--- src/rtl/mips_ctrl_pkg.sv ---
// Shared encodings for the multi-cycle MIPS main controller: opcodes, FSM states,
// mux select codes and the control vector handed from the decoder to the top.
package mips_ctrl_pkg;

    localparam logic [5:0] OP_RTYPE = 6'b000000;
    localparam logic [5:0] OP_LW    = 6'b100011;
    localparam logic [5:0] OP_SW    = 6'b101011;
    localparam logic [5:0] OP_BEQ   = 6'b000100;
    localparam logic [5:0] OP_J     = 6'b000010;
    localparam logic [5:0] OP_ADDI  = 6'b001000;

    localparam logic [3:0] S_IDLE     = 4'd0;
    localparam logic [3:0] S_FETCH    = 4'd1;
    localparam logic [3:0] S_DECODE   = 4'd2;
    localparam logic [3:0] S_MEM_ADDR = 4'd3;
    localparam logic [3:0] S_MEM_RD   = 4'd4;
    localparam logic [3:0] S_MEM_WB   = 4'd5;
    localparam logic [3:0] S_MEM_WR   = 4'd6;
    localparam logic [3:0] S_R_EXEC   = 4'd7;
    localparam logic [3:0] S_R_WB     = 4'd8;
    localparam logic [3:0] S_I_EXEC   = 4'd9;
    localparam logic [3:0] S_I_WB     = 4'd10;
    localparam logic [3:0] S_BRANCH   = 4'd11;
    localparam logic [3:0] S_JUMP     = 4'd12;
    localparam logic [3:0] S_TRAP     = 4'd13;

    localparam logic [1:0] ALUOP_ADD   = 2'b00;
    localparam logic [1:0] ALUOP_SUB   = 2'b01;
    localparam logic [1:0] ALUOP_FUNCT = 2'b10;
    localparam logic [1:0] ALUOP_ADDI  = 2'b11;

    localparam logic [1:0] ASB_REG   = 2'b00;
    localparam logic [1:0] ASB_FOUR  = 2'b01;
    localparam logic [1:0] ASB_IMM   = 2'b10;
    localparam logic [1:0] ASB_IMMSH = 2'b11;

    localparam logic [1:0] PCS_ALU    = 2'b00;
    localparam logic [1:0] PCS_ALUOUT = 2'b01;
    localparam logic [1:0] PCS_JUMP   = 2'b10;

    typedef struct packed {
        logic       pc_write;
        logic       pc_write_cond;
        logic       i_or_d;
        logic       mem_read;
        logic       mem_write;
        logic       ir_write;
        logic       mem_to_reg;
        logic       reg_dst;
        logic       reg_write;
        logic       alu_src_a;
        logic [1:0] alu_src_b;
        logic [1:0] alu_op;
        logic [1:0] pc_source;
    } ctrl_t;

    function automatic logic is_legal_op(input logic [5:0] op);
        return (op == OP_RTYPE) || (op == OP_LW) || (op == OP_SW) ||
               (op == OP_BEQ) || (op == OP_J) || (op == OP_ADDI);
    endfunction

endpackage

--- src/rtl/mips_ctrl_outdec.sv ---
// Control-vector decode: Moore outputs from the state, plus the FETCH-stage
// IR/PC load gated by mem_ready so nothing is captured while memory stalls.
module mips_ctrl_outdec
    import mips_ctrl_pkg::*;
(
    input  logic [3:0] state_i,
    input  logic       mem_ready_i,
    output ctrl_t      ctrl_o
);

    always_comb begin
        ctrl_o = '0;
        case (state_i)
            S_FETCH: begin
                ctrl_o.mem_read  = 1'b1;
                ctrl_o.alu_src_b = ASB_FOUR;
                ctrl_o.alu_op    = ALUOP_ADD;
                ctrl_o.pc_source = PCS_ALU;
                ctrl_o.ir_write  = mem_ready_i;
                ctrl_o.pc_write  = mem_ready_i;
            end
            S_DECODE: begin
                ctrl_o.alu_src_b = ASB_IMMSH;
                ctrl_o.alu_op    = ALUOP_ADD;
            end
            S_MEM_ADDR: begin
                ctrl_o.alu_src_a = 1'b1;
                ctrl_o.alu_src_b = ASB_IMM;
                ctrl_o.alu_op    = ALUOP_ADD;
            end
            S_MEM_RD: begin
                ctrl_o.mem_read = 1'b1;
                ctrl_o.i_or_d   = 1'b1;
            end
            S_MEM_WB: begin
                ctrl_o.reg_write  = 1'b1;
                ctrl_o.mem_to_reg = 1'b1;
            end
            S_MEM_WR: begin
                ctrl_o.mem_write = 1'b1;
                ctrl_o.i_or_d    = 1'b1;
            end
            S_R_EXEC: begin
                ctrl_o.alu_src_a = 1'b1;
                ctrl_o.alu_src_b = ASB_REG;
                ctrl_o.alu_op    = ALUOP_FUNCT;
            end
            S_R_WB: begin
                ctrl_o.reg_write = 1'b1;
                ctrl_o.reg_dst   = 1'b1;
            end
            S_I_EXEC: begin
                ctrl_o.alu_src_a = 1'b1;
                ctrl_o.alu_src_b = ASB_IMM;
                ctrl_o.alu_op    = ALUOP_ADDI;
            end
            S_I_WB: begin
                ctrl_o.reg_write = 1'b1;
            end
            S_BRANCH: begin
                ctrl_o.alu_src_a     = 1'b1;
                ctrl_o.alu_src_b     = ASB_REG;
                ctrl_o.alu_op        = ALUOP_SUB;
                ctrl_o.pc_write_cond = 1'b1;
                ctrl_o.pc_source     = PCS_ALUOUT;
            end
            S_JUMP: begin
                ctrl_o.pc_write  = 1'b1;
                ctrl_o.pc_source = PCS_JUMP;
            end
            default: ctrl_o = '0;
        endcase
    end

endmodule

--- src/rtl/mips_multicycle_ctrl.sv ---
// Multi-cycle MIPS main control FSM: state register, opcode-driven sequencing,
// sticky illegal-opcode flag and a wrapping retired-instruction counter.
module mips_multicycle_ctrl
    import mips_ctrl_pkg::*;
#(
    parameter int RET_W = 32
) (
    input  logic             clk,
    input  logic             rst_n,
    input  logic [5:0]       opcode,
    input  logic             zero,
    input  logic             mem_ready,
    output logic             PCWrite,
    output logic             PCWriteCond,
    output logic             IorD,
    output logic             MemRead,
    output logic             MemWrite,
    output logic             IRWrite,
    output logic             MemtoReg,
    output logic             RegDst,
    output logic             RegWrite,
    output logic             ALUSrcA,
    output logic [1:0]       ALUSrcB,
    output logic [1:0]       ALUOp,
    output logic [1:0]       PCSource,
    output logic             illegal,
    output logic [RET_W-1:0] retired
);

    logic [3:0]       state_q, state_d;
    logic             illegal_q, illegal_d;
    logic [RET_W-1:0] retired_q, retired_d;
    logic             retire;
    ctrl_t            ctrl;

    // The branch decision (zero & PCWriteCond) is resolved in the datapath.
    logic unused_zero;
    assign unused_zero = zero;

    always_comb begin
        state_d = state_q;
        case (state_q)
            S_IDLE:   state_d = S_FETCH;
            S_FETCH:  if (mem_ready) state_d = S_DECODE;
            S_DECODE: begin
                case (opcode)
                    OP_RTYPE:     state_d = S_R_EXEC;
                    OP_LW, OP_SW: state_d = S_MEM_ADDR;
                    OP_BEQ:       state_d = S_BRANCH;
                    OP_J:         state_d = S_JUMP;
                    OP_ADDI:      state_d = S_I_EXEC;
                    default:      state_d = S_TRAP;
                endcase
            end
            S_MEM_ADDR: state_d = (opcode == OP_SW) ? S_MEM_WR : S_MEM_RD;
            S_MEM_RD:   if (mem_ready) state_d = S_MEM_WB;
            S_MEM_WR:   if (mem_ready) state_d = S_FETCH;
            S_R_EXEC:   state_d = S_R_WB;
            S_I_EXEC:   state_d = S_I_WB;
            S_MEM_WB, S_R_WB, S_I_WB, S_BRANCH, S_JUMP: state_d = S_FETCH;
            S_TRAP:     state_d = S_TRAP;
            default:    state_d = S_IDLE;
        endcase
    end

    // An instruction retires on the edge that returns the FSM to FETCH.
    always_comb begin
        retire = 1'b0;
        case (state_q)
            S_MEM_WB, S_R_WB, S_I_WB, S_BRANCH, S_JUMP: retire = 1'b1;
            S_MEM_WR: retire = mem_ready;
            default:  retire = 1'b0;
        endcase
    end

    assign retired_d = retire ? retired_q + 1'b1 : retired_q;
    assign illegal_d = illegal_q | (state_d == S_TRAP);

    always_ff @(posedge clk or negedge rst_n) begin
        if (!rst_n) begin
            state_q   <= S_IDLE;
            illegal_q <= 1'b0;
            retired_q <= '0;
        end else begin
            state_q   <= state_d;
            illegal_q <= illegal_d;
            retired_q <= retired_d;
        end
    end

    mips_ctrl_outdec u_outdec (
        .state_i     (state_q),
        .mem_ready_i (mem_ready),
        .ctrl_o      (ctrl)
    );

    assign PCWrite     = ctrl.pc_write;
    assign PCWriteCond = ctrl.pc_write_cond;
    assign IorD        = ctrl.i_or_d;
    assign MemRead     = ctrl.mem_read;
    assign MemWrite    = ctrl.mem_write;
    assign IRWrite     = ctrl.ir_write;
    assign MemtoReg    = ctrl.mem_to_reg;
    assign RegDst      = ctrl.reg_dst;
    assign RegWrite    = ctrl.reg_write;
    assign ALUSrcA     = ctrl.alu_src_a;
    assign ALUSrcB     = ctrl.alu_src_b;
    assign ALUOp       = ctrl.alu_op;
    assign PCSource    = ctrl.pc_source;
    assign illegal     = illegal_q;
    assign retired     = retired_q;

endmodule
--- config.mk ---
export PLATFORM = sky130hd
export DESIGN_NAME = mips_multicycle_ctrl
export DESIGN_NICKNAME = d
export VERILOG_FILES = /design/src/rtl/mips_ctrl_pkg.sv /design/src/rtl/mips_ctrl_outdec.sv /design/src/rtl/mips_multicycle_ctrl.sv
export SDC_FILE = /design/constraint.sdc
export NUM_CORES = 1
export LEC_CHECK = 0
export CAP_MARGIN = 40
export CORE_MARGIN = 3
export CORE_UTILIZATION = 42
export CTS_CLUSTER_DIAMETER = 30
export CTS_CLUSTER_SIZE = 16
export DETAILED_ROUTE_END_ITERATION = 7
export HOLD_SLACK_MARGIN = 0.08
export PLACE_DENSITY = 0.82
export SYNTH_ARGS = -nofsm -noshare
export SYNTH_HDL_FRONTEND = slang
export SYNTH_SLANG_ARGS = --single-unit
export TNS_END_PERCENT = 50
--- constraint.sdc ---
create_clock -name clk -period 1.7 [get_ports clk]
set_input_delay 0.425 -clock clk [delete_from_list [all_inputs] [get_ports clk]]
set_output_delay 0.425 -clock clk [all_outputs]
set_load 0.1 [all_outputs]
==> results.toml, run 1 <==
[cts]
cts-root-buf = "clkbuf_8"
number_of_buffers_created_by_cts = 5
clk_path_buf_depth = 2
h_tree_depth = 2
cts_num_sinks = 37

[yosys]
ys_top_cells_by_area = "dfrtp_1, xor2_1, xnor2_1, nand2_1, nor2_1"
post_synth.cell_area_avg_um2 = 9.52
ys.flop_type = "dfrtp_1"
synth.ff_latch_count = 37
synth_cell_type_count = 42
yosysWarnings = 0
synth.yosys.seq_area_share_pct = 46.5
mappedNetlistNets = 220
synth_cells = 209
async_reset_ff_share_pct = 100
synth.top_cell.area_share_pct = 46.5
syn-cell-area_um2 = 1990
synth_enable_flop_cells = 0
synth_area_leader_cell = "dfrtp_1"

[timing]
endpoint_type = "primary output"
repair-timing-grt-worst-ep = "PCWrite"

[outcome]
tool.error = "[ERROR DPL-0038] Utilization greater than 100%, impossible to legalize"
outcome = "stopped before the end"
stopping_stage = "global routing"

[floorplan]
die_h_um = 74.8
ios = 59
die-width_um = 74.8
std_cell_rows = 24
initial_utilization_pct = 44.5

[placed_design]
dp_hpwl_um = 5190
buffer_ports.inserted = 57
place.gp.congestion = 0.857
dp_worst_setup_slack_ps = -552

[global_routing]
grt_max_degree = 38
-- logic make-up after synthesis --
family | share of synthesized area (%)
simple gates | 27.1
flops | 46.5
xor+xnor | 14.1
compound gates | 8.43
buf+inv | 2.64
mux | 0.566
fa+ha+maj | 0.629
-- metrics by stage --
stage | area (µm²) | cells
3_3_place_gp | 3760 | 356
3_5_place_dp | 3760 | 356
2_1_floorplan | 2360 | 209
4_1_cts | 4200 | 384
-- synthesized netlist by cell type, types with 2 or more instances --
master / instances
dfrtp_1: 37
xor2_1: 22
nand2_1: 21
nor2_1: 21
nor3_1: 10
xnor2_1: 10
and3_1: 9
nand3_1: 9
inv_1: 6
nand2b_1: 6
nor4_1: 6
a21oi_1: 5
buf_2: 3
nand4_1: 3
o21ai_0: 3
or2_2: 3
and2_1: 2
and4_1: 2
clkbuf_1: 2
nor2b_1: 2
nor4_2: 2
o2111ai_1: 2
o21a_1: 2
o21ai_1: 2
o221ai_1: 2
-- what timing repair did --
action,CTS
setup endpoints to repair,45
resized for setup,50
hold buffers,0
buffers inserted,20
pin swaps,15
==> run 2: changes to the inputs <==
- CORE_UTILIZATION: 42 -> 40
- CTS_CLUSTER_DIAMETER: 30 -> unset
- CTS_CLUSTER_SIZE: 16 -> unset
- HOLD_SLACK_MARGIN: 0.08 -> unset
- PLACE_DENSITY: 0.82 -> unset
- PLACE_DENSITY_LB_ADDON: unset -> 0.15
- clock period: 1.7 -> 2.21 ns (I/O delays scaled with it)
==> run 2 against run 1 <==
Against the previous run: the run now ends clean; area after synthesis unchanged; synthesized cell count unchanged.
==> results.toml, run 2 <==
[outcome]
outcome = "completed"

[global_routing]
grt.overflow.total = 0
globalRouteTotalUtil_pct = 16.6
first_pass_grt_wire_length_um = 7910
grt_pass1_vias = 1709
number_of_antenna_violations_at_the_first_check_in_global_routing = 0
grt_max_degree = 38

[cells_and_area]
area.growth.synth_to_final_pct = 48.4
most_common_library_cell_in_the_layout_ignoring_fill_and_taps = "buf_4"
final-instance-count-excl-fill = 353
layout.nets = 296
final_layout_size_suffix_gt1_share_pct = 33.9
most-common-layout-cells = "buf_4, dfrtp_1, xor2_1, nand2_1, nor2_1"
antenna_diodes = 0
largest_register_ffs = 32

[timing]
tns_ps = 0
slew_headroom_pct = 70.3
worstMarginPinSlew_ps = 443
max_freq_ghz = 0.471
finClkSkew_ps = 8.12
setup_viol = 0
timing.final.crit_share_pct = 96.1
rsz0062_at_grt = "no"
hold_viol_final = 0
layout_min_cycle_time_ps = 2120
report.final.slew_viol_count = 0

[yosys]
mappedNetlistNets = 220
async_reset_ff_share_pct = 100
synth_enable_flop_cells = 0
synth_cells = 209
post_synth.cell_area_avg_um2 = 9.52
yosysMostFrequentCell = "dfrtp_1"
syn-cell-area_um2 = 1990
synth_area_leader_cell = "dfrtp_1"
synth.ff_latch_count = 37
yosysWarnings = 0
synth.top_cell.area_share_pct = 46.5
ys_top_cells_by_area = "dfrtp_1, xor2_1, xnor2_1, nand2_1, nor2_1"
synth.yosys.seq_area_share_pct = 46.5
synth_cell_type_count = 42
synth_commonest_cells = "dfrtp_1, xor2_1, nand2_1, nor2_1"
ys.flop_type = "dfrtp_1"

[cts]
cts_tree = "built"
cts_num_sinks = 37
clk_path_buf_depth = 2
cts_hold_buffers = 0
number_of_buffers_created_by_cts = 5
cts-root-buf = "clkbuf_8"
worst_setup_hold_path_clk_slew_ps = 70
h_tree_depth = 2
clock_latency_ps = 290

[detailed_routing]
drt_iter0_markers = 69
drt-total-wl_um = 4670
drc = 0
post_drt_antenna_nets = 0
wire_per_inst_um = 13.2
dr.pass1.iters = 4
vias = 1786
vias_per_cell = 5.06

[hold_path]
worstHoldPathType = "input pin to async pin"

[critical_path]
cp_data_arrival_time_ps = 1570
critPathLaunchType = "register"
critical-path-max-stage-delay_ps = 400
critical_path.slowest_cell = "dfrtp_1"
r2r_slack_ps = 310
critPathMaxFanout = 4
timing.critical_path.required_ps = 1660
criticalPathCategory = "register to primary output"
worstSetupEndpointType = "primary output"
path_cells = "nand2b_1 -> or2_2 -> o21ai_0 -> and2_4 -> buf_12"

[floorplan]
ios = 59
initial_utilization_pct = 41.8
floorplan.core_area_um2 = 4750
fp.dieArea_um2 = 5860
std_cell_rows = 25
die_h_um = 76.5
die-width_um = 76.5

[placed_design]
buffer_ports.inserted = 57
place.gp.congestion = 0.806
dp_hpwl_um = 3620
place_inst = 344

[flow_run]
maxCapViolCount = 0

[power]
power.density_cell_area_nw_per_um2 = 1330
peakVddDrop_v = 0.00122
leakagePower_nw = 1.36
run 2: power by group:
part	internal [mW]	switching (mW)	total, mW	leakage [nW]
Combinational	0.825	1.77	2.60	0.852
Clock	0.218	0.225	0.443	0.0450
Sequential	0.778	0.116	0.895	0.462
run 2: cell families after synthesis:
| logic type | count (synthesis) | synth area share [%] |
|---|---|---|
| buffers and inverters | 12 | 2.64 |
| XOR/XNOR | 32 | 14.1 |
| adder cells (fa/ha/maj) | 1 | 0.629 |
| AO/OA/AOI/OAI | 24 | 8.43 |
| AND/OR/NAND/NOR | 102 | 27.1 |
| flip-flops | 37 | 46.5 |
| multiplexers | 1 | 0.566 |
run 2: worst max-delay path: cells and delay by family (launching register included):
kind	cells	cell delay, ps
simple gates	3	630
compound gates	1	90
flops	1	400
buf+inv	1	160
run 2: metrics by stage:
stage               power (mW)  area, µm²  hold WS [ps]  worst slack, ps  utilization, %
finish                    3.94       2950           292             87.1            62.1
global route              4.11       2950           332             4.64            62.1
CTS                       3.95       2940           302             23.9            61.8
detailed placement        3.48       2850           462            -95.1            60.0
global placement          3.47       2850           455            -72.2            60.0
floorplan                 2.65       2040           257             -533               -
run 2: path summary, 6_finish.rpt:
kind                            start     endpoint  cells after the start
hold reg to reg               illegal      illegal                      1
setup / recovery           state_q[3]     ALUOp[1]                      5
min in group clk              illegal      illegal                      1
setup reg to reg           retired[3]  retired[26]                      5
max in group asynchronous       rst_n   state_q[2]                      2
hold / removal                  rst_n  retired[18]                      2
run 2: layer usage:
layer / up-vias / track usage [%] / wire length [µm]
li1: 883 / - / -
met2: 43 / 24.5 / 2100
met3: 13 / 4.73 / 244
met1: 847 / 22.5 / 2200
met5: - / 0 / 0
met4: 0 / 7.79 / 127
run 2: repair_timing:
action / in CTS / in global routing
hold endpoints to repair: 0 / 0
setup buffers: 0 / 1
resized for setup: 3 / 3
setup endpoints to repair: 3 / 2
run 2: cell type report:
| type | count | area (µm²) |
|---|---|---|
| flip-flops and latches | 37 | 927 |
| well taps | 67 | 83.8 |
| clock inverters | 2 | 10.0 |
| multi-input cells | 160 | 1060 |
| clock buffers | 6 | 72.6 |
| fillers | 411 | 1800 |
| repair buffers | 75 | 777 |
| inverters | 6 | 22.5 |
Note: power is estimated with default switching activity, not from simulation.
==> run 3: changes to the inputs <==
- SLEW_MARGIN: unset -> 20
==> results of run 3 <==
No change in the layout: final DEF, timing and power equal those of run 2.
==> run 4: changes to the inputs <==
- RECOVER_POWER: unset -> 100
==> run 4 against run 3 <==
Against the previous run: clock-buffer cell count unchanged; critical path depth stayed put; global-route usage is the same; cell count stayed put; maximum frequency shrank 0.55%; total power fell by 6.0%; flip-flop and latch count did not move; non-clock buffer count stayed put; combinational power fell by 8.8%; clock skew decreased by 1.1 ps; hold slack improved by 160 ps.
==> results.toml, run 4 (same netlist as run 2, synthesis figures left out) <==
[timing]
slew_headroom_pct = 41.5
timing.final.ws_setup_ps = 75.4
finClkSkew_ps = 7.03
timing.hold.ws_ps = 453
worstMarginPinSlew_ps = 878
hold_viol_final = 0
setup_viol = 0
rsz0062_at_grt = "no"
max_freq_ghz = 0.468
layout_min_cycle_time_ps = 2130
report.final.slew_viol_count = 0
timing.final.crit_share_pct = 96.6

[global_routing]
grt.overflow.total = 0
first_pass_grt_wire_length_um = 7910
grt_pass1_vias = 1709
number_of_antenna_violations_at_the_first_check_in_global_routing = 0
globalRouteTotalUtil_pct = 16.6
grt_max_degree = 38

[detailed_routing]
vias = 1796
drc = 0
post_drt_antenna_nets = 0
vias_per_cell = 5.09
drt-total-wl_um = 4640
routedLengthMet1_um = 2170
dr.pass1.iters = 4
met2WireLength_um = 2100
dr.max_layer_used = "met4"
wire_per_inst_um = 13.1
route.met3.wl_um = 264
drt_iter0_markers = 69

[cells_and_area]
most-common-layout-cells = "dfrtp_1, clkbuf_2, xor2_1, nand2_1, nor2_1"
area.growth.synth_to_final_pct = 37.5
antenna_diodes = 0
final-instance-count-excl-fill = 353
most_common_library_cell_in_the_layout_ignoring_fill_and_taps = "dfrtp_1"
final_layout_size_suffix_gt1_share_pct = 31.8
largest_register_ffs = 32
layout.nets = 296
n_fill_cell = 454

[cts]
worst_setup_hold_path_clk_slew_ps = 70
cts_tree = "built"
cts_num_sinks = 37
cts_hold_buffers = 0
h_tree_depth = 2
number_of_buffers_created_by_cts = 5
clk_path_buf_depth = 2
clock_latency_ps = 290
cts-root-buf = "clkbuf_8"

[placed_design]
dp_hpwl_um = 3620
place.gp.congestion = 0.806
dp_worst_setup_slack_ps = -95.1
place_inst = 344
buffer_ports.inserted = 57

[floorplan]
floorplan.core_area_um2 = 4750
ios = 59
std_cell_rows = 25
die_h_um = 76.5
initial_utilization_pct = 41.8
die-width_um = 76.5
fp.dieArea_um2 = 5860

[power]
switchingPower_mw = 2.07
peakVddDrop_v = 0.00117
sequentialPowerShare_pct = 24.1
power.density_cell_area_nw_per_um2 = 1350
leakagePower_nw = 1.30
combPwrFrac_pct = 64.0
clkPwrFrac_pct = 11.9
switching_share_pct = 56.0
power_report.internal_total_mw = 1.63

[critical_path]
timing.critical_path.required_ps = 1660
worstSetupEndpointType = "primary output"
criticalPathCategory = "register to primary output"
critPathMaxFanout = 11
cp_data_arrival_time_ps = 1580
critPathLaunchType = "register"

[outcome]
outcome = "completed"

[hold_path]
worstHoldPathType = "input pin to async pin"

[flow_run]
maxCapViolCount = 0
[run 4: path summary, 6_finish.rpt]
kind / endpoint / start / slack (ps) / depth (start not counted)
max in group asynchronous: state_q[2] / rst_n / 1150 / 2
min in group clk: illegal / illegal / 470 / 1
worst max-delay path: PCWrite / state_q[3] / 80 / 5
worst min register to register: illegal / illegal / 470 / 1
worst max register to register: retired[27] / state_q[0] / 290 / 6
worst min-delay path: retired[18] / rst_n / 450 / 2
[run 4: power groups by stage]
stage	combinational [mW]	sequential, mW	clock, mW
after global routing	2.47	0.909	0.500
after detailed placement	2.58	0.904	0
final	2.37	0.892	0.442
after global placement	2.57	0.899	0
after CTS	2.59	0.895	0.464
after floorplan	1.28	1.37	0
[run 4: final cells by class]
class	count	area (µm²)	share of cell area [%]
repair buffers	75	581	21.2
well taps	67	83.8	3.06
clock inverters	2	10.0	0.366
inverters	6	22.5	0.823
clock buffers	6	72.6	2.65
flip-flops and latches	37	927	33.9
multi-input cells	160	1040	38.0
[run 4: timing repair]
item                       in CTS  in global routing
buffers inserted                0                  1
hold endpoints to repair        0                  0
gates cloned                    0                  0
pin swaps                       0                  0
gates resized for setup         3                  3
setup endpoints to repair       3                  2
[run 4: metal layers]
layer / GRT usage, % / up-vias
met5: 0 / -
met4: 7.79 / 0
met3: 4.73 / 11
met2: 24.5 / 50
met1: 22.5 / 851
li1: - / 884
[run 4: worst max-delay path, cell delays in order (launching register included)]
cell     delay, ps
dfrtp_1        400
buf_4          190
nor2_2         180
and3_4         220
or2_4          120
buf_8          190
[run 4: through the flow]
stage	utilization [%]	cell area (µm²)	power [mW]	TNS, ps
after floorplan	-	2040	2.65	-2830
after global placement	60.0	2850	3.47	-474
after detailed placement	60.0	2850	3.48	-711
after CTS	61.8	2940	3.95	0
after global routing	57.6	2740	3.88	0
final	57.6	2740	3.70	0
